**config.mk**
```make
export PLATFORM = sky130hd
export DESIGN_NAME = bus_arbiter
export DESIGN_NICKNAME = d
export VERILOG_FILES = /design/src/rtl/bus_arb_pkg.sv /design/src/rtl/bus_arbiter_rr_picker.sv /design/src/rtl/bus_arbiter.sv
export SDC_FILE = /design/constraint.sdc
export NUM_CORES = 1
export LEC_CHECK = 0
export CAP_MARGIN = 20
export CORE_MARGIN = 2
export CORE_UTILIZATION = 22
export CTS_CLUSTER_DIAMETER = 100
export DETAILED_ROUTE_END_ITERATION = 12
export GPL_ROUTABILITY_DRIVEN = 0
export PLACE_DENSITY_LB_ADDON = 0.05
export SETUP_SLACK_MARGIN = 0.1
export SYNTH_ARGS = -nofsm -noshare
export SYNTH_HDL_FRONTEND = slang
export SYNTH_HIERARCHICAL = 1
export SYNTH_SLANG_ARGS = --single-unit
```
**constraint.sdc**
```tcl
create_clock -name clk_i -period 1.49 [get_ports clk_i]
set_input_delay 0.298 -clock clk_i [delete_from_list [all_inputs] [get_ports clk_i]]
set_output_delay 0.298 -clock clk_i [all_outputs]
set_load 0.05 [all_outputs]
```
**src/rtl/bus_arb_pkg.sv**
```systemverilog
// Shared types for the bus arbiter: FSM state encoding and reset pointer.
package bus_arb_pkg;

    typedef enum logic [1:0] {
        IDLE = 2'd0,
        ADDR = 2'd1,
        DATA = 2'd2
    } arb_state_e;

    // After reset the last-owner pointer sits this far below the master count,
    // i.e. on the highest index, so master 0 is the first round-robin winner.
    localparam int RstPtrOffset = 1;

    function automatic int reset_ptr(input int num_master);
        return num_master - RstPtrOffset;
    endfunction

endpackage

```
**src/rtl/bus_arbiter_rr_picker.sv**
```systemverilog
// Combinational round-robin picker: first set request at or after start_i, wrapping.
module bus_arbiter_rr_picker
    import bus_arb_pkg::*;
#(
    parameter  int NumofMaster = 2,
    localparam int IdxWidth    = $clog2(NumofMaster)
) (
    input  logic [NumofMaster-1:0] req_i,
    input  logic [IdxWidth-1:0]    start_i,
    output logic                   valid_o,
    output logic [IdxWidth-1:0]    winner_o
);

    always_comb begin
        valid_o  = 1'b0;
        winner_o = '0;
        // Walk from the farthest offset down so the nearest requester is assigned last.
        for (int i = NumofMaster - 1; i >= 0; i--) begin
            if (req_i[(int'(start_i) + i) % NumofMaster]) begin
                valid_o  = 1'b1;
                winner_o = IdxWidth'((int'(start_i) + i) % NumofMaster);
            end
        end
    end

endmodule

```
**src/rtl/bus_arbiter.sv**
```systemverilog
// Round-robin bus arbiter with IDLE/ADDR/DATA sequencing.
// Optional owner locking is compiled in with `define BUS_ARB_LOCK_EN.
module bus_arbiter
    import bus_arb_pkg::*;
#(
    parameter  int DWidth      = 32,
    parameter  int NumofMaster = 2,
    localparam int IdxWidth    = $clog2(NumofMaster)
) (
    input  logic              clk_i,
    input  logic              rst_i,
    input  logic              req_i   [NumofMaster],
    input  logic [DWidth-1:0] addr_i  [NumofMaster],
`ifdef BUS_ARB_LOCK_EN
    input  logic              lock_i  [NumofMaster],
`endif
    input  logic              ready_i,
    input  logic              resp_i,
    output logic [DWidth-1:0] addr_o,
    output logic              trans_o,
    output logic              grant_o [NumofMaster],
    output logic [IdxWidth-1:0] owner_o,
    output logic              done_o  [NumofMaster],
    output logic              err_o   [NumofMaster],
    output arb_state_e        state_o
);

    arb_state_e            state_q, state_d;
    logic [IdxWidth-1:0]   owner_q, owner_d;
    logic [NumofMaster-1:0] req_vec;
    logic [IdxWidth-1:0]   rr_start;
    logic                  pick_valid;
    logic [IdxWidth-1:0]   pick_winner;
    logic                  lock_hold;
    logic                  active;
    logic                  in_addr;
    logic                  complete;

    always_comb begin
        req_vec = '0;
        for (int m = 0; m < NumofMaster; m++) begin
            req_vec[m] = req_i[m];
        end
    end

    // owner_q doubles as last_owner: it keeps the previous owner once the bus goes idle.
    assign rr_start = (owner_q == IdxWidth'(NumofMaster - 1)) ? '0 : owner_q + IdxWidth'(1);

    bus_arbiter_rr_picker #(
        .NumofMaster(NumofMaster)
    ) u_picker (
        .req_i   (req_vec),
        .start_i (rr_start),
        .valid_o (pick_valid),
        .winner_o(pick_winner)
    );

`ifdef BUS_ARB_LOCK_EN
    assign lock_hold = lock_i[owner_q] & req_i[owner_q];
`else
    assign lock_hold = 1'b0;
`endif

    always_comb begin
        state_d = state_q;
        owner_d = owner_q;
        case (state_q)
            IDLE: begin
                if (pick_valid) begin
                    owner_d = pick_winner;
                    state_d = ADDR;
                end
            end
            ADDR: state_d = DATA;
            DATA: begin
                if (ready_i) begin
                    if (lock_hold) begin
                        state_d = ADDR;
                    end else if (pick_valid) begin
                        owner_d = pick_winner;
                        state_d = ADDR;
                    end else begin
                        state_d = IDLE;
                    end
                end
            end
            default: state_d = IDLE;
        endcase
    end

    always_ff @(posedge clk_i) begin
        if (rst_i) begin
            state_q <= IDLE;
            owner_q <= IdxWidth'(reset_ptr(NumofMaster));
        end else begin
            state_q <= state_d;
            owner_q <= owner_d;
        end
    end

    // Every bus-facing output is forced low while reset is held, even mid-transfer.
    assign active   = ~rst_i;
    assign in_addr  = active && (state_q == ADDR);
    assign complete = active && (state_q == DATA) && ready_i;

    always_comb begin
        trans_o = in_addr;
        addr_o  = in_addr ? addr_i[owner_q] : '0;
        owner_o = owner_q;
        state_o = state_q;
        for (int m = 0; m < NumofMaster; m++) begin
            grant_o[m] = active && (state_q != IDLE) && (owner_q == IdxWidth'(m));
            done_o[m]  = complete && (owner_q == IdxWidth'(m));
            err_o[m]   = complete && (owner_q == IdxWidth'(m)) && resp_i;
        end
    end

endmodule

```
==> results of run 1 <==
metrics by stage:
step	hold WS (ns)	setup slack, ns	setup TNS (ns)
after CTS	0.523	-0.267	-8.79
after detailed placement	0.609	-0.318	-11.54
after global placement	0.590	-0.289	-10.63
after floorplan	0.360	-0.139	-4.12
Yosys cell counts:
| master | count |
|---|---|
| sky130_fd_sc_hd__nand2b_1 | 2 |
| sky130_fd_sc_hd__buf_2 | 3 |
| sky130_fd_sc_hd__a311o_1 | 1 |
| sky130_fd_sc_hd__inv_1 | 3 |
| sky130_fd_sc_hd__o21bai_1 | 1 |
| sky130_fd_sc_hd__dfxtp_1 | 3 |
| sky130_fd_sc_hd__buf_6 | 4 |
| sky130_fd_sc_hd__and4_1 | 2 |
| sky130_fd_sc_hd__mux2i_1 | 32 |
| sky130_fd_sc_hd__o21ai_0 | 1 |
| sky130_fd_sc_hd__and3_1 | 1 |
| sky130_fd_sc_hd__buf_4 | 1 |
| sky130_fd_sc_hd__or2_1 | 2 |
| sky130_fd_sc_hd__nor2_1 | 34 |
| sky130_fd_sc_hd__a21boi_1 | 1 |
| sky130_fd_sc_hd__and2_1 | 2 |
| sky130_fd_sc_hd__nor2_2 | 1 |
| sky130_fd_sc_hd__nor2b_1 | 2 |
| sky130_fd_sc_hd__a21oi_1 | 1 |
what timing repair did:
action	4_1_cts
buffers inserted	5
hold buffers	0
pin swaps	4
gates resized for setup	14
gates cloned	4
setup endpoints to repair	39
logic make-up after synthesis:
family | count (synthesis) | share of synthesized area, %
flops | 3 | 8.56
simple gates | 46 | 29.6
buf+inv | 11 | 11.2
mux | 32 | 45.6
compound gates | 5 | 4.99
==> impl_metrics.prom, run 1 <==
# TYPE chip_impl_metric gauge
chip_impl_metric{name="synth.yosys.seq_area_share",unit="%"} 8.56
chip_impl_metric{name="io_buffer_count",unit=""} 111
chip_impl_metric{name="placed_cells_incl_taps",unit=""} 254
chip_impl_info{name="stop_stage",value="5_1_grt"} 1
chip_impl_metric{name="grt_max_degree",unit=""} 14
chip_impl_info{name="globalroute.repair_timing.worst_endpoint",value="addr_o[22]"} 1
chip_impl_info{name="yosys.area.top_type",value="sky130_fd_sc_hd__mux2i_1"} 1
chip_impl_info{name="status",value="stopped before the end"} 1
chip_impl_metric{name="synth-seq-cells",unit=""} 3
chip_impl_info{name="clk_root_buffer_cell",value="sky130_fd_sc_hd__clkbuf_4"} 1
chip_impl_metric{name="postSynthCellCount",unit=""} 97
chip_impl_metric{name="netlist-cell-type-count",unit=""} 19
chip_impl_metric{name="synthesis.yosys.warnings",unit=""} 6
chip_impl_metric{name="place_area",unit="mm^2"} 0.00262
chip_impl_metric{name="rows",unit=""} 20
chip_impl_metric{name="yosysTopAreaCellShare",unit="%"} 45.6
chip_impl_metric{name="clock_tree.buffer_depth",unit=""} 2
chip_impl_metric{name="mappedNetlistArea",unit="um^2"} 702
chip_impl_metric{name="chipHeight",unit="um"} 60.5
chip_impl_info{name="worst_path_end_type",value="primary output"} 1
chip_impl_metric{name="cts_made_buffers",unit=""} 3
chip_impl_info{name="run.stop_error",value="[ERROR DPL-0038] Utilization greater than 100%, impossible to legalize"} 1
chip_impl_metric{name="boundaryPins",unit=""} 112
chip_impl_metric{name="cts.htree.levels",unit=""} 1
chip_impl_metric{name="place_hpwl",unit="mm"} 3.35
chip_impl_metric{name="initial_core_util",unit="%"} 23.0
chip_impl_metric{name="die-width",unit="um"} 60.5
chip_impl_metric{name="synth.net_count",unit=""} 167
chip_impl_metric{name="synth_area_per_cell",unit="um^2"} 7.24
chip_impl_info{name="synth.top_cells.by_area",value="sky130_fd_sc_hd__mux2i_1 46%, sky130_fd_sc_hd__nor2_1 18%, sky130_fd_sc_hd__dfxtp_1 8.6%"} 1
chip_impl_metric{name="clkSinkCount",unit=""} 3
==> run 2: changes to the inputs <==
CORE_AREA = 2 2 63 65   (was not set)
CORE_MARGIN = not set   (was 2)
CORE_UTILIZATION = not set   (was 22)
CTS_CLUSTER_DIAMETER = not set   (was 100)
DIE_AREA = 0 0 65 67   (was not set)
PLACE_DENSITY_LB_ADDON = 0.15   (was 0.05)
SETUP_SLACK_MARGIN = not set   (was 0.1)
==> run 2 against run 1 <==
The flow now finishes, with violations (negative setup slack). Area after synthesis did not move. Synthesized cell count did not move.
==> impl_metrics.prom, run 2 <==
# TYPE chip_impl_metric gauge
chip_impl_info{name="status",value="complete, but fails checks"} 1
chip_impl_info{name="violations_in_the_final_reports",value="negative setup slack"} 1
chip_impl_metric{name="vias",unit=""} 1168
chip_impl_info{name="critical-path-slowest-cell",value="sky130_fd_sc_hd__dfxtp_4"} 1
chip_impl_metric{name="drtAntennaViolNets",unit=""} 0
chip_impl_metric{name="post-route-worst-setup-slack",unit="ns"} -0.240
chip_impl_metric{name="first_pass_iters",unit=""} 3
chip_impl_metric{name="setup_viol_count_final",unit=""} 33
chip_impl_metric{name="chipHeight",unit="um"} 67
chip_impl_metric{name="detailedRoute.firstIterationViolations",unit=""} 41
chip_impl_metric{name="mappedNetlistArea",unit="um^2"} 702
chip_impl_metric{name="postSynthCellCount",unit=""} 97
chip_impl_metric{name="yosysTopAreaCellShare",unit="%"} 45.6
chip_impl_metric{name="grt_max_degree",unit=""} 19
chip_impl_info{name="clk_root_buffer_cell",value="sky130_fd_sc_hd__clkbuf_8"} 1
chip_impl_metric{name="number_of_antenna_violations_at_the_first_check_in_global_routing",unit=""} 0
chip_impl_metric{name="post-layout-total-power",unit="mW"} 1.34
chip_impl_metric{name="cellLeakagePower",unit="nW"} 1.17
chip_impl_metric{name="aggregate_negative_setup_slack",unit="ns"} -7.16
chip_impl_metric{name="grt_use_total",unit="%"} 18.4
chip_impl_metric{name="placed_cells_incl_taps",unit=""} 259
chip_impl_info{name="post_synth_most_frequent_cells",value="34 x sky130_fd_sc_hd__nor2_1, 32 x sky130_fd_sc_hd__mux2i_1, 4 x sky130_fd_sc_hd__buf_6"} 1
chip_impl_metric{name="cts_made_buffers",unit=""} 3
chip_impl_metric{name="post-route-period-util",unit="%"} 116
chip_impl_info{name="holdCritPathClass",value="in2reg"} 1
chip_impl_info{name="synth.top_cells.by_area",value="sky130_fd_sc_hd__mux2i_1 46%, sky130_fd_sc_hd__nor2_1 18%, sky130_fd_sc_hd__dfxtp_1 8.6%"} 1
chip_impl_metric{name="synth_area_per_cell",unit="um^2"} 7.24
chip_impl_metric{name="pwr_dens",unit="mW/mm^2"} 485
chip_impl_metric{name="clock_power_share",unit="%"} 18.5
chip_impl_metric{name="die-width",unit="um"} 65
chip_impl_info{name="layout_commonest_cell",value="sky130_fd_sc_hd__clkdlybuf4s50_1"} 1
chip_impl_metric{name="p_sw_share",unit="%"} 40.7
chip_impl_metric{name="post-route-min-period",unit="ns"} 1.73
chip_impl_metric{name="rows",unit=""} 22
chip_impl_metric{name="fmax",unit="GHz"} 0.578
chip_impl_metric{name="max_cap_viol_count",unit=""} 0
chip_impl_metric{name="stdcell_count",unit=""} 267
chip_impl_metric{name="totalWireLength",unit="mm"} 3.77
chip_impl_metric{name="pre_cts_ws",unit="ns"} -0.320
chip_impl_metric{name="synthesis.yosys.warnings",unit=""} 6
chip_impl_metric{name="boundaryPins",unit=""} 112
chip_impl_metric{name="io_buffer_count",unit=""} 111
chip_impl_metric{name="design_area",unit="mm^2"} 0.00277
chip_impl_info{name="yosys.area.top_type",value="sky130_fd_sc_hd__mux2i_1"} 1
chip_impl_metric{name="first_global_vias",unit=""} 1276
chip_impl_metric{name="place_area",unit="mm^2"} 0.00265
chip_impl_info{name="clock_tree_from_tritoncts",value="yes"} 1
chip_impl_metric{name="layout_overhead_on_the_synthesized_area",unit="%"} 294
chip_impl_info{name="setup_repair_after_global_routing_missed_its_margin",value="yes"} 1
chip_impl_metric{name="synth-async-reset-ratio",unit="%"} 0
chip_impl_metric{name="power.switching",unit="mW"} 0.546
chip_impl_info{name="timing.critical_path.from_type",value="register"} 1
chip_impl_info{name="commonest_non_fill_non_tap_cells_in_the_layout",value="67 x sky130_fd_sc_hd__clkdlybuf4s50_1, 47 x sky130_fd_sc_hd__buf_12, 35 x sky130_fd_sc_hd__nor2_4"} 1
chip_impl_info{name="synth_most_common_cell",value="sky130_fd_sc_hd__nor2_1"} 1
chip_impl_metric{name="worst_slew_pin_slew",unit="ns"} 0.314
chip_impl_info{name="endpoint_kind",value="primary output"} 1
chip_impl_info{name="cp_cell_sequence",value="nand2b_4 > or2_4 > buf_12 > nor2_4 > buf_12"} 1
chip_impl_metric{name="drive_above_1_share",unit="%"} 49.3
chip_impl_metric{name="maximum_clock_skew_at_final_layout",unit="ns"} 0.00538
chip_impl_metric{name="netlist-cell-type-count",unit=""} 19
chip_impl_metric{name="grt_first_pass_wirelength",unit="mm"} 6.10
chip_impl_metric{name="synth.yosys.seq_area_share",unit="%"} 8.56
chip_impl_metric{name="worst_hold_slack",unit="ns"} 0.433
chip_impl_metric{name="clkSinkCount",unit=""} 3
chip_impl_metric{name="layout.filler_cells",unit=""} 255
chip_impl_metric{name="cts.htree.levels",unit=""} 1
chip_impl_metric{name="critPathRequiredTime",unit="ns"} 1.19
chip_impl_metric{name="synth.net_count",unit=""} 167
chip_impl_metric{name="clock_tree.buffer_depth",unit=""} 2
chip_impl_metric{name="arrival_time_of_the_worst_setup_path",unit="ns"} 1.43
chip_impl_metric{name="wire_length_per_cell_after_detailed_routing",unit="um"} 14.1
chip_impl_metric{name="largest_register_ffs",unit=""} 2
chip_impl_metric{name="design.die.area",unit="mm^2"} 0.00436
chip_impl_metric{name="finish.utilization",unit="%"} 76.8
chip_impl_metric{name="irDropWorstVdd",unit="mV"} 0.568
chip_impl_metric{name="critical_path.max_stage_delay",unit="ns"} 0.33
chip_impl_metric{name="clk_transition_reported_paths",unit="ns"} 0.03
chip_impl_metric{name="clk-insertion-delay-late",unit="ns"} 0.23
chip_impl_metric{name="power_frac_comb",unit="%"} 73.9
chip_impl_info{name="synth_ff_type",value="sky130_fd_sc_hd__dfxtp_1"} 1
chip_impl_metric{name="edff_count_synth",unit=""} 0
chip_impl_metric{name="max-slew-margin-rel",unit="%"} 78.5
chip_impl_metric{name="internal_power",unit="mW"} 0.797
chip_impl_metric{name="place_hpwl",unit="mm"} 3.17
chip_impl_metric{name="initial_core_util",unit="%"} 19.5
chip_impl_metric{name="report.final.hold_viol_count",unit=""} 0
chip_impl_metric{name="antenna_cells",unit=""} 0
chip_impl_info{name="worst-setup-path-type",value="reg2out"} 1
chip_impl_metric{name="remaining_drc_errors",unit=""} 0
chip_impl_metric{name="synth-seq-cells",unit=""} 3
chip_impl_metric{name="cts_hold_buffers",unit=""} 0
chip_impl_metric{name="placeable_core_area",unit="mm^2"} 0.00361
chip_impl_metric{name="critical_path_peak_fanout",unit=""} 10
chip_impl_metric{name="final_net_count",unit=""} 290
chip_impl_metric{name="detail_route.vias_per_cell",unit=""} 4.37
chip_impl_metric{name="final_max_slew_viols",unit=""} 0
chip_impl_metric{name="p_seq_share",unit="%"} 7.6
chip_impl_metric{name="grt_overflow_total",unit=""} 0
chip_impl_info{name="worst_path_most_repeated_cell",value="sky130_fd_sc_hd__buf_12"} 1
-- run 2: kinds of logic after synthesis --
family,share of synthesized area (%)
AND/OR/NAND/NOR,29.6
AO/OA/AOI/OAI,4.99
flip-flops,8.56
buffers and inverters,11.2
multiplexers,45.6
-- run 2: timing repair --
action,CTS,global route
gates cloned,1,0
setup endpoints to repair,39,38
hold endpoints to repair,0,0
resized for setup,7,4
pin swaps,3,2
setup buffers,2,1
-- run 2: layer usage --
layer,part of all wire (%),GRT usage [%],routed length (um)
met5,0,0,0
met4,1.9,5.85,73
met3,10,4.73,378
met2,55,35.7,2060
met1,33,19.1,1260
-- run 2: final timing paths --
path	from	end	slack, ns	cells past startpoint
max	state_o[1]$_SDFFE_PP0P_	addr_o[0]	-0.24	5
min	rst_i	state_o[1]$_SDFFE_PP0P_	0.43	3
max reg2reg	state_o[0]$_SDFFE_PP0P_	owner_o$_SDFFE_PP1P_	0.30	4
min reg2reg	state_o[0]$_SDFFE_PP0P_	state_o[0]$_SDFFE_PP0P_	0.60	2
-- run 2: cell type report --
cell class | instances | area (um^2) | share of cell area (%)
Multi-Input combinational cell | 83 | 855 | 30.9
Tap cell | 48 | 60.1 | 2.17
Clock buffer | 4 | 45.0 | 1.63
Inverter | 3 | 17.5 | 0.633
Sequential cell | 3 | 71.3 | 2.58
Timing Repair Buffer | 126 | 1720 | 62.1
-- run 2: power by group through the flow --
stage               registers [mW]  clock network (mW)  logic, mW
detailed placement           0.102                   0      0.966
floorplan                    0.125                   0      0.463
global route                 0.104               0.264       1.04
CTS                          0.101               0.243      0.996
global placement             0.101                   0      0.949
finish                       0.102               0.249      0.992
-- run 2: worst max-delay path: cells and delay by family (launching register included) --
| family | cells | cell delay (ns) |
|---|---|---|
| DFF | 1 | 0.33 |
| buffers and inverters | 2 | 0.32 |
| and+or+nand+nor | 3 | 0.54 |
No activity file was read; power rests on OpenSTA's default activity.
==> run 3: changes to the inputs <==
CAP_MARGIN = not set   (was 20)
GPL_ROUTABILITY_DRIVEN = not set   (was 0)
==> results of run 3 <==
Final layout, timing and power as in run 2 (identical DEF).
